<file path="src/rtl/pat_check.sv">
`timescale 1ns / 1ps
// pat_check: serial pattern checker. Aligns to a repeating PAT_LEN-bit pattern,
// then counts bit errors and completed periods until REPEAT_NUM periods are done.
// All outputs are registered; there is no combinational path from D.
module pat_check #(
    parameter int unsigned          PAT_LEN    = 7,
    parameter logic [PAT_LEN-1:0]   PATTERN    = 7'b1001010,
    parameter int unsigned          REPEAT_NUM = 100,
    parameter int unsigned          LOSS_THR   = 3
) (
    input  logic        CK,
    input  logic        RSTB,
    input  logic        EN,
    input  logic        D,
    output logic        LOCK,
    output logic        ERR,
    output logic [15:0] ERR_CNT,
    output logic [15:0] PER_CNT,
    output logic        DONE
);

    localparam int unsigned PTR_W = (PAT_LEN > 1) ? $clog2(PAT_LEN) : 1;
    // Shared width for the fill and consecutive-miss counters (LOSS_THR <= PAT_LEN).
    localparam int unsigned CNT_W = $clog2(PAT_LEN + 1);

    localparam logic [PTR_W-1:0] PTR_LAST  = PTR_W'(PAT_LEN - 1);
    localparam logic [CNT_W-1:0] FILL_FULL = CNT_W'(PAT_LEN);
    localparam logic [CNT_W-1:0] MISS_LAST = CNT_W'(LOSS_THR - 1);
    localparam logic [15:0]      PER_LAST  = 16'(REPEAT_NUM - 1);

    typedef enum logic [1:0] {
        StSearch,
        StLocked,
        StFinished
    } state_t;

    state_t             r_state;
    logic [PAT_LEN-1:0] r_sr;
    logic [CNT_W-1:0]   r_fill;
    logic [PTR_W-1:0]   r_ptr;
    logic [CNT_W-1:0]   r_miss;
    logic               r_lock;
    logic               r_err;
    logic [15:0]        r_err_cnt;
    logic [15:0]        r_per_cnt;
    logic               r_done;

    logic [PAT_LEN-1:0] w_sr_next;
    logic [CNT_W-1:0]   w_fill_next;
    logic               w_mismatch;
    logic               w_wrap;
    logic               w_loss;
    logic               w_final;
    logic [15:0]        w_err_cnt_next;

    // Window shifts toward bit 0 so sr[0] is the oldest sample, matching PATTERN[0].
    assign w_sr_next      = {D, r_sr[PAT_LEN-1:1]};
    assign w_fill_next    = (r_fill == FILL_FULL) ? r_fill : r_fill + 1'b1;
    assign w_mismatch     = D ^ PATTERN[r_ptr];
    assign w_wrap         = (r_ptr == PTR_LAST);
    assign w_loss         = w_mismatch && (r_miss == MISS_LAST);
    assign w_final        = w_wrap && (r_per_cnt == PER_LAST);
    assign w_err_cnt_next = (r_err_cnt == 16'hFFFF) ? r_err_cnt : r_err_cnt + 16'd1;

    // Main FSM: alignment search, locked compare/count, and sticky completion.
    always_ff @(posedge CK) begin
        if (!RSTB) begin
            r_state   <= StSearch;
            r_sr      <= '0;
            r_fill    <= '0;
            r_ptr     <= '0;
            r_miss    <= '0;
            r_lock    <= 1'b0;
            r_err     <= 1'b0;
            r_err_cnt <= '0;
            r_per_cnt <= '0;
            r_done    <= 1'b0;
        end else begin
            r_err <= 1'b0;
            if (EN) begin
                unique case (r_state)
                    StSearch: begin
                        r_sr   <= w_sr_next;
                        r_fill <= w_fill_next;
                        if ((w_fill_next == FILL_FULL) && (w_sr_next == PATTERN)) begin
                            r_state <= StLocked;
                            r_lock  <= 1'b1;
                            r_ptr   <= '0;
                            r_miss  <= '0;
                        end
                    end
                    StLocked: begin
                        r_sr   <= w_sr_next;
                        r_fill <= w_fill_next;
                        r_ptr  <= w_wrap ? '0 : r_ptr + 1'b1;
                        if (w_mismatch) begin
                            r_err     <= 1'b1;
                            r_err_cnt <= w_err_cnt_next;
                            r_miss    <= r_miss + 1'b1;
                        end else begin
                            r_miss <= '0;
                        end
                        if (w_wrap) begin
                            r_per_cnt <= r_per_cnt + 16'd1;
                        end
                        // Completion wins over loss of lock on the same sample.
                        if (w_final) begin
                            r_state <= StFinished;
                            r_lock  <= 1'b0;
                            r_done  <= 1'b1;
                        end else if (w_loss) begin
                            r_state <= StSearch;
                            r_lock  <= 1'b0;
                            r_fill  <= '0;
                            r_miss  <= '0;
                        end
                    end
                    default: begin
                        // StFinished: everything frozen until reset.
                    end
                endcase
            end
        end
    end

    assign LOCK    = r_lock;
    assign ERR     = r_err;
    assign ERR_CNT = r_err_cnt;
    assign PER_CNT = r_per_cnt;
    assign DONE    = r_done;

endmodule

</file>
<file path="config.mk">
export PLATFORM = sky130hd
export DESIGN_NAME = pat_check
export DESIGN_NICKNAME = d
export VERILOG_FILES = /design/src/rtl/pat_check.sv
export SDC_FILE = /design/constraint.sdc
export NUM_CORES = 1
export LEC_CHECK = 0
export ABC_AREA = 0
export BUFFER_PORTS_ARGS = -buffer_cell sky130_fd_sc_hd__buf_2
export CORE_MARGIN = 5
export CORE_UTILIZATION = 45
export DETAILED_ROUTE_END_ITERATION = 7
export GPL_TIMING_DRIVEN = 0
export PLACE_DENSITY = 0.65
export SETUP_SLACK_MARGIN = 0.5
export SLEW_MARGIN = 25
export SYNTH_ARGS = -nofsm -noshare
export SYNTH_HDL_FRONTEND = slang
export SYNTH_SLANG_ARGS = --single-unit
</file>
<file path="constraint.sdc">
create_clock -name CK -period 1.9 [get_ports CK]
set_input_delay 0.38 -clock CK [delete_from_list [all_inputs] [get_ports CK]]
set_output_delay 0.38 -clock CK [all_outputs]
set_load 0.05 [all_outputs]
</file>
==> Word-level counts from Yosys, hierarchy flattened <==
Memories as Yosys holds them, arrays and structs flattened. A register that Yosys moved wholly into a read port is not among the register bits.
Cells that the tools add are included.
{ "word_totals": {"latchBits": 0, "register_bits": 53, "output_inout_bits": 35, "mem_bits_ro": 8, "in_bits": 4, "ram_bits": 0, "n_memories": 1} }
{ "classes": {"n_shift": 0, "order_cmp": 1, "addsub": 5, "n_mul": 0, "n_reduce_logical": 14, "bitwise_logic": 2, "muxes": 23, "eq_ne": 10, "div": 0} }
{ "memory_table": {"columns": ["name", "depth", "width", "read_ports", "rd_clocked_by_memory_dff", "write_ports", "line_no", "text"], "rows": [
  ["(name not given)", 8, 1, 1, 1, 0, "59", "assign w_mismatch = D ^ PATTERN[r_ptr];"]
]} }
{ "op_table": {"columns": ["operator", "n"], "rows": [
  ["$add A16 B1 Y16 const B", 2],
  ["$mux W3", 10],
  ["$pmux W3 S2", 3],
  ["$eq A16 B16 Y1 const B", 1],
  ["$eq A16 B7 Y1 const B", 1],
  ["$reduce_and A3 Y1", 4],
  ["$add A3 B1 Y3 const B", 3],
  ["$eq A3 B3 Y1 const B", 3],
  ["$reduce_and A4 Y1", 2],
  ["$eq A7 B7 Y1 const B", 1],
  ["$mux W2", 3],
  ["$mux W1", 5],
  ["$lt A3 B4 Y1 const B", 1],
  ["$pmux W2 S2", 1],
  ["$reduce_and A2 Y1", 2],
  ["$eq A3 B2 Y1 const B", 1],
  ["$logic_and A1 B1 Y1", 3],
  ["$ne A3 B3 Y1 const B", 1],
  ["$eq A2 B1 Y1 const B", 1],
  ["$logic_not A2 Y1", 1],
  ["$ne A2 B2 Y1 const B", 1],
  ["$pmux W1 S2", 1],
  ["$reduce_bool A2 Y1", 1],
  ["$reduce_or A2 Y1", 1],
  ["other kinds (2)", 2]
]} }

==> Logic depth before layout (Yosys ltp) <==
Gate-level depths: netlist (run 1).
{ "logic_depth": {"depth_word": 8, "ltp_mapped": 7} }

==> Least setup slack after synthesis (run 1) <==
OpenSTA, ideal clock, no wires.
{ "synth_timing": {"path_type": "flip-flop to flip-flop", "from": "register r_err_cnt[0], in the netlist ERR_CNT[0]", "to": "register r_err_cnt[0], in the netlist ERR_CNT[0]", "t_arrival_ps": 1975, "synth_period_minus_slack_ps": 2103, "n_path_buf": 1, "setup_ps": 128, "stages_incl_launch_ff": 8, "setup_slack_ps": -203, "path_cell_list": "dfxtp_1 ha_1 nand2_1 or3_1 o21bai_4 buf_2 xor2_1 nor2_1"} }
{ "synth_via": {"elab_chain_cells": 3, "word_cells_on_any_way": 4, "cone_classes": "add/sub (1); eq/ne (1); bitwise (1); reduce/logical (1)"} }
{ "synth_lines": {"columns": ["element", "line_no", "text"], "rows": [
  ["start: declaration", "44", "logic [15:0] r_err_cnt;"],
  ["start signal: assignment", "98", "r_err_cnt <= w_err_cnt_next;"],
  ["parallel branches: the longest is 3 deep, another holds $add A16 B1 Y16", null, null]
]} }
Parallel ways; which one is timed is not known.
A chain may end at the register's enable or synchronous reset.

==> Worst setup path after layout (run 1) <==
{ "layout_timing": {"from": "register r_state[0]", "to": "register r_per_cnt[6], in the netlist PER_CNT[6]"} }
{ "layout_via": {"elab_chain_cells": 2} }
{ "layout_lines": {"columns": ["element", "line_no", "text"], "rows": [
  ["start: declaration", "37", "state_t r_state;"],
  ["start signal: assignment", "68", "r_state <= StSearch;"],
  ["start signal: assignment", "86", "r_state <= StLocked;"],
  ["start signal: assignment", "108", "r_state <= StFinished;"],
  ["$eq A2 B1 Y1", "81", "unique case (r_state)"],
  ["$reduce_and A3 Y1 (no source line)", null, null],
  ["end signal: assignment", "104", "r_per_cnt <= r_per_cnt + 16'd1;"],
  ["end: declaration", "45", "logic [15:0] r_per_cnt;"]
]} }
No other way between the ends.

==> summary.txt, run 1 <==
Global routing
  • Gr usage total: 0.185
  • Vias in the first global route: 2,323
  • Total gr overflow: 0
  • Initial antenna violation count: 0
  • First-pass GRT wire length: 10,800 um
  • Largest net degree at the start of global routing: 15

Floorplanning
  • Die height: 84.3 um
  • Die width: 84.3 um
  • Initial Util: 0.456
  • Area of the die: 7100 um^2
  • I/O pins: 39
  • Row cnt: 27
  • Core outline area: 5440 um^2

Synthesis
  • Synth Warn #: 0
  • Synthesized-area fraction occupied by adder cells: 0.0252
  • Post-Synth XOR/XNOR Area: 0.0736
  • Mux cell area share after synthesis: 0.00403
  • #FFs+latches synth: 52
  • Post-synthesis compound-gate area fraction: 0.150
  • Gate Count Post-Synth: 294
  • Top FF cell, synth: dfxtp_1
  • Mapped Area: 2480 um^2
  • Async S/R FF share, synth: 0
  • Avg Inst Size Synth: 8.44 um^2
  • Number of flops mapped to enable cells by yosys: 0
  • Count of different cell masters after synthesis: 47
  • Main combinational cell family by area after synthesis: simple AND/OR/NAND/NOR gates
  • Sequential-to-total area share from yosys stat: 0.419
  • Net Count, Synth: 303
  • Synth Area in Simple Gates: 0.300

Setup path
  • Crit path depth: 7
  • Kind of critical path: flop to flop
  • Crit path buffers/inverters: 3
  • Crit path required time: 2.13 ns
  • Cell breakdown of the critical path: buf_6 > and3b_1 > buf_6 > nand4_1 > buf_4 > or3_4 > a21oi_2
  • Endpoint class of the critical path: flop
  • Top delay family on crit path: simple AND/OR/NAND/NOR gates
  • Reg-to-Reg Start: r_state[0]$_SDFFE_PN0P_
  • Cell mode on critical path: buf_6
  • Reg2reg end: PER_CNT[6]$_SDFFE_PN0P_
  • Worst reg-to-reg setup slack: 0.29 ns
  • Slowest stage cell, crit path: or3_4
  • CP Launch Type: flop
  • Max incr delay on CP: 0.38 ns
  • CP Launch Point: r_state[0]$_SDFFE_PN0P_
  • Worst Path Arrival: 1.84 ns
  • Max FO, Critical Path: 3
  • FF-to-FF path depth: 7

Run
  • # Max-Cap Violations: 0

Route
  • DR vias/cell: 5.51
  • Post-DRT Antenna Nets: 0
  • First-pass detailed-route iteration total: 4
  • Routed len/inst: 15.6 um
  • WL final: 7170 um
  • Routed vias: 2,531
  • DRC: 0
  • Initial DRC count: 77

Min path
  • Hold endpoint: ERR_CNT[4]$_SDFFE_PN0P_
  • Min-delay src: RSTB
  • Hold Path Class: input pin to flop
  • Hold Path Cell Cnt: 3

Finish
  • Area growth syn-to-layout: 55.7%
  • Util after Layout: 0.711
  • Share of cells above drive strength 1: 0.499
  • Ant diodes: 0
  • Final nets: 395
  • Most frequent cells in the layout: buf_4, nand2_1, nor2_1, buf_2, dfxtp_4
  • Finished Cell Area: 3860 um^2
  • Commonest non-fill, non-tap cell in the layout: buf_4

Status
  • Status: completed

Placement
  • Placed inst area: 3000 um^2
  • HPWL Detailed: 4120 um
  • Port bufs: 38
  • Placer Congestion: 0.760
  • DP Worst Slack: 0.0260 ns

STA
  • RSZ-0062 raised after global routing: true
  • Final min period: 1.61 ns
  • Slew Viols, Final: 0
  • Fmax: 621 MHz
  • Relative slew slack: 0.544
  • Worst slew pin tran: 0.683 ns
  • Setup TNS Final: 0 ns
  • Worst setup margin: 0.289 ns
  • Clock Skews: 0.00444 ns
  • Final setup viols: 0
  • Final hold violation count: 0
  • Fin crit share: 0.848

Pwr
  • Total Power: 1.78 mW
  • Leak Pwr: 1.51 nW
  • Power Dens Cells: 462 nW/um^2
  • Worst vdd ir: 0.000445 V

Clock tree
  • CTS Buf Count: 5
  • H-tree depth: 2
  • Worst-Skew Late Latency: 0.30 ns
  • Clock-pin transition on the worst setup and hold timing paths: 0.09 ns
  • CTS tree: done
  • Clock Sinks: 52
  • Clock root cell: clkbuf_8
  • Max Buffers Root-to-Sink: 2
-- flip-flops by register name, summed over array words and instances, names as in the netlist, named ones only --
| name | cells |
|---|---|
| DONE | 1 |
| ERR | 1 |
| ERR_CNT | 16 |
| PER_CNT | 16 |
| r_fill | 3 |
| r_miss | 3 |
| r_ptr | 3 |
| r_sr | 6 |
| r_state | 2 |
-- cell families (layout without fill, tap and decap cells) --
family / after synthesis / after routing
simple gates: 142 / 142
compound gates: 57 / 57
flops: 52 / 52
xor+xnor: 20 / 20
buf+inv: 17 / 110
fa+ha+maj: 5 / 5
mux: 1 / 1
-- worst max-delay path by stage --
stage                         endpoint  slack, ns
6_report       PER_CNT[6]$_SDFFE_PN0P_       0.29
5_1_grt        ERR_CNT[0]$_SDFFE_PN0P_       0.20
4_1_cts        ERR_CNT[0]$_SDFFE_PN0P_       0.35
3_5_place_dp   ERR_CNT[8]$_SDFFE_PN0P_       0.03
3_3_place_gp   ERR_CNT[8]$_SDFFE_PN0P_       0.04
2_1_floorplan  ERR_CNT[0]$_SDFFE_PN0P_       0.24
-- synthesized netlist by cell type (2+ instances only) --
cell      number  area (um^2)
nand4_1        8         50.1
o31ai_1        6         45.0
inv_1          5         18.8
a31oi_1        2         12.5
buf_2          3         15.0
nand3b_1       2         15.0
nand3_1       14         70.1
a21oi_1       23          115
xor2_1         6         52.6
xnor2_1       13          114
o21ai_0        9         45.0
dfxtp_1       52         1040
or3_1          6         37.5
ha_1           5         62.6
or4_1          4         30.0
nor4_1         8         50.1
nor3_1         9         45.0
and3_1         6         37.5
nor2_1        31          116
nand2b_1       4         25.0
clkbuf_1       8         30.0
o21a_1         3         22.5
nor4bb_1       2         20.0
o211a_1        2         20.0
and4_1         3         26.3
nor2b_1        6         37.5
nand2_1       33          124
and3b_1        2         17.5
-- per-stage QoR --
step	hold WS [ns]	instances
floorplan	0.436	294
global placement	0.439	404
detailed placement	0.435	404
CTS	0.345	445
global route	0.376	459
finish	0.361	459
-- repair_timing --
| action | CTS | global route |
|---|---|---|
| resized for setup | 45 | 63 |
| buffers inserted | 32 | 14 |
| hold buffers | 0 | 0 |
| cloned | 1 | 0 |
| endpoints found under the setup margin | 41 | 55 |
| pin swaps | 29 | 33 |
-- final cells by class --
class / instances / area (um^2)
tap: 72 / 90.1
timing repair buffer: 85 / 628
clock buffer: 7 / 76.3
buffer: 11 / 71.3
multi-input combinational: 225 / 1820
sequential: 52 / 1150
inverter: 6 / 22.5
fill: 406 / 1570
clock inverter: 1 / 3.75
-- report_power, final --
| group | switching, mW | internal (mW) | leakage, nW |
|---|---|---|---|
| Clock | 0.350 | 0.257 | 0.0399 |
| Sequential | 0.00718 | 1.06 | 0.446 |
| Combinational | 0.0644 | 0.0422 | 1.02 |
| Total | 0.421 | 1.36 | 1.51 |
-- metal layers --
metal,vias up,global-route usage,share of wire,wire (um)
met5,-,0,0,0
met4,0,0.0599,0.015,106
met3,9,0.0363,0.053,378
met2,70,0.309,0.50,3550
met1,1201,0.239,0.44,3130
li1,1251,-,-,-
-- tightest hold or removal path, cell delays in order --
cell      delay, ns
buf_2          0.13
nand2b_1       0.07
o41ai_1        0.06
Power figures use the tool's default switching activity.
==> run 2, diff against run 1 <==
- ABC_AREA: 0 -> 1
- PLACE_DENSITY: 0.65 -> 0.66
- clock period: 1.9 -> 1.4 ns (I/O delays scaled with it)
==> run 2 against run 1 <==
Compared with the run above: the run now ends with setup timing left; clock skew increased by 0.0045 ns; worst setup slack worse by 0.46 ns; combinational power up 94%; die area grew 16%; core utilization increased by 8.5 points; maximum frequency up 2.6%; synthesized area grew 19%; largest power group unchanged; highest routed layer unchanged.
==> summary.txt, run 2 <==
STA
  • Worst slew pin tran: 0.642 ns (was 0.683 ns)
  • Fin crit share: 1.12 (was 0.848)
  • Final hold violation count: 0 (unchanged)
  • Worst setup margin: -0.170 ns (was 0.289 ns)
  • Slew Viols, Final: 0 (unchanged)
  • Relative slew slack: 0.572 (was 0.544)
  • RSZ-0062 raised after global routing: true (unchanged)
  • Clock Skews: 0.00894 ns (was 0.00444 ns)
  • Fin Hold WS: 0.309 ns (was 0.361 ns)
  • Fmax: 637 MHz (was 621 MHz)
  • Setup TNS Final: -2.27 ns (was 0 ns)
  • Final setup viols: 28 (was 0)
  • Final min period: 1.57 ns (was 1.61 ns)

Setup path
  • Worst Path Arrival: 1.80 ns (was 1.84 ns)
  • Kind of critical path: flop to flop (unchanged)
  • Crit path required time: 1.63 ns (was 2.13 ns)
  • Max FO, Critical Path: 5 (was 3)
  • CP Launch Type: flop (unchanged)
  • Endpoint class of the critical path: flop (unchanged)

Finish
  • Share of cells above drive strength 1: 0.552 (was 0.499)
  • Fillers: 397 (was 406)
  • Final nets: 539 (was 395)
  • Commonest non-fill, non-tap cell in the layout: nand2_1 (was buf_4)
  • Area growth syn-to-layout: 71.5% (was 55.7%)
  • Most frequent cells in the layout: nand2_1, inv_1, buf_6, buf_8, buf_4 (was buf_4, nand2_1, nor2_1, buf_2, dfxtp_4)
  • Ant diodes: 0 (unchanged)
  • Util after Layout: 0.795 (was 0.711)
  • Finished Cell Area: 5050 um^2 (was 3860 um^2)

Synthesis
  • Most common cell in the netlist: nand2_1 (was dfxtp_1)
  • Post-Synth XOR/XNOR Area: 0.0416 (was 0.0736)
  • Async S/R FF share, synth: 0 (unchanged)
  • Top FF cell, synth: dfxtp_1 (unchanged)
  • Mux cell area share after synthesis: 0 (was 0.00403)
  • Top cell type's share of synthesized area: 0.353 (was 0.419)
  • Largest area contributor in the netlist: dfxtp_1 (unchanged)
  • Number of flops mapped to enable cells by yosys: 0 (unchanged)
  • #FFs+latches synth: 52 (unchanged)
  • Synthesized-area fraction occupied by adder cells: 0.0212 (was 0.0252)
  • Synth Warn #: 0 (unchanged)
  • Mapped Area: 2950 um^2 (was 2480 um^2)
  • Sequential-to-total area share from yosys stat: 0.353 (was 0.419)
  • Area contributors post-synth: dfxtp_1, nand2_1, inv_1, nand3_1, nor2_1 (was dfxtp_1, nand2_1, nor2_1, a21oi_1, xnor2_1)
  • Avg Inst Size Synth: 7.01 um^2 (was 8.44 um^2)
  • Net Count, Synth: 429 (was 303)
  • Synth Area in Simple Gates: 0.356 (was 0.300)
  • Gate Count Post-Synth: 420 (was 294)
  • Count of different cell masters after synthesis: 36 (was 47)
  • Main combinational cell family by area after synthesis: simple AND/OR/NAND/NOR gates (unchanged)
  • Post-synthesis compound-gate area fraction: 0.129 (was 0.150)
  • Commonest cells in the synthesized netlist: nand2_1, inv_1, dfxtp_1 (was dfxtp_1, nand2_1, nor2_1)

Floorplanning
  • Core outline area: 6350 um^2 (was 5440 um^2)
  • Area of the die: 8260 um^2 (was 7100 um^2)
  • Initial Util: 0.464 (was 0.456)
  • Die height: 90.9 um (was 84.3 um)
  • Row cnt: 29 (was 27)
  • Die width: 90.9 um (was 84.3 um)
  • I/O pins: 39 (unchanged)

Global routing
  • Vias in the first global route: 2,987 (was 2,323)
  • Initial antenna violation count: 0 (unchanged)
  • Total gr overflow: 0 (unchanged)
  • Largest net degree at the start of global routing: 16 (was 15)
  • Gr usage total: 0.202 (was 0.185)
  • First-pass GRT wire length: 14,100 um (was 10,800 um)

Clock tree
  • Hold buffers post-CTS: 0 (unchanged)
  • CTS Buf Count: 5 (unchanged)
  • Clock-pin transition on the worst setup and hold timing paths: 0.10 ns (was 0.09 ns)
  • Clock Sinks: 52 (unchanged)
  • Worst-Skew Late Latency: 0.31 ns (was 0.30 ns)
  • H-tree depth: 2 (unchanged)
  • Max Buffers Root-to-Sink: 2 (unchanged)
  • Clock root cell: clkbuf_8 (unchanged)
  • CTS tree: done (unchanged)

Run
  • # Max-Cap Violations: 0 (unchanged)

Route
  • Post-DRT Antenna Nets: 0 (unchanged)
  • WL final: 9310 um (was 7170 um)
  • Routed vias: 3,220 (was 2,531)
  • DR vias/cell: 5.30 (was 5.51)
  • DRC: 0 (unchanged)
  • Initial DRC count: 102 (was 77)
  • Routed len/inst: 15.3 um (was 15.6 um)
  • First-pass detailed-route iteration total: 4 (unchanged)

Pwr
  • Logic pwr share: 0.079 (was 0.060)
  • Net switching fraction of the power: 0.251 (was 0.236)
  • Power Dens Cells: 523 nW/um^2 (was 462 nW/um^2)
  • Portion of total power attributed to sequential cells: 0.551 (was 0.600)
  • Clock network fraction of total power: 0.370 (was 0.340)
  • Worst vdd ir: 0.000405 V (was 0.000445 V)
  • Internal Power: 1.98 mW (was 1.36 mW)
  • Switch Pwr: 0.664 mW (was 0.421 mW)
  • Leak Pwr: 2.26 nW (was 1.51 nW)

Placement
  • Placed inst area: 3510 um^2 (was 3000 um^2)
  • DP Worst Slack: -0.186 ns (was 0.0260 ns)
  • HPWL Detailed: 5210 um (was 4120 um)
  • Port bufs: 38 (unchanged)
  • Placer Congestion: 0.873 (was 0.760)

Status
  • Failing checks: setup timing
  • Status: finished with violations (was completed)

Min path
  • Hold Path Class: input pin to flop (unchanged)
## run 2: final cells by class
cell class                      instances  area [um^2]  share of cell area
Multi-Input combinational cell        302         2170               0.431
Sequential cell                        52         1170               0.232
Timing Repair Buffer                  103         1170               0.231
Inverter                               57          244              0.0483
Clock buffer                            7         97.6              0.0193
Tap cell                               77         96.3              0.0191
Buffer                                  9         93.8              0.0186
Clock inverter                          1         5.00            0.000991
## run 2: cell families (layout without fill, tap and decap cells)
family | Yosys count | in the layout
AND/OR/NAND/NOR | 218 | 218
buffers and inverters | 66 | 177
AO/OA/AOI/OAI | 65 | 65
flip-flops | 52 | 52
XOR/XNOR | 14 | 14
adder cells (fa/ha/maj) | 5 | 5
## run 2: path summary, 6_finish.rpt
kind,start,endpoint,slack (ns),cells past startpoint
min reg2reg,r_sr[1]$_SDFFE_PN0P_,r_sr[1]$_SDFFE_PN0P_,0.46,2
max,ERR_CNT[1]$_SDFFE_PN0P_,ERR_CNT[3]$_SDFFE_PN0P_,-0.17,10
max reg2reg,ERR_CNT[1]$_SDFFE_PN0P_,ERR_CNT[3]$_SDFFE_PN0P_,-0.17,10
min,D,r_sr[6]$_SDFFE_PN0P_,0.31,3
## run 2: timing repair
action | CTS | global route
pin swaps | 21 | 42
resized for setup | 181 | 89
setup endpoints to repair | 86 | 87
setup buffers | 37 | 24
gates cloned | 3 | 1
## run 2: metrics by stage
stage | cells | power (mW)
2_1_floorplan | 420 | 1.59
3_3_place_gp | 535 | 1.63
3_5_place_dp | 535 | 1.63
4_1_cts | 583 | 2.61
5_1_grt | 608 | 2.75
6_report | 608 | 2.64
## run 2: power by group through the flow
stage	combinational [mW]	sequential (mW)	clock, mW
2_1_floorplan	0.101	1.49	0
3_3_place_gp	0.133	1.50	0
3_5_place_dp	0.136	1.50	0
4_1_cts	0.171	1.46	0.986
5_1_grt	0.228	1.46	1.06
6_report	0.208	1.46	0.978
## run 2: per-layer routing
metal	up-vias	wire length, um	global-route usage
met5	-	0	0
met4	0	183	0.0562
li1	1582	-	-
met1	1549	3780	0.253
met2	70	5030	0.354
met3	19	317	0.0358
## run 2: critical path, cell delays in order (launching register included)
cell and delay (ns):
dfxtp_4 0.39, ha_4 0.15, nand2_4 0.06, nor2_4 0.12, buf_6 0.12, nand4_4 0.08, nand2_4 0.11, buf_6 0.13
clkbuf_16 0.16, nand2_4 0.04, a21oi_2 0.13
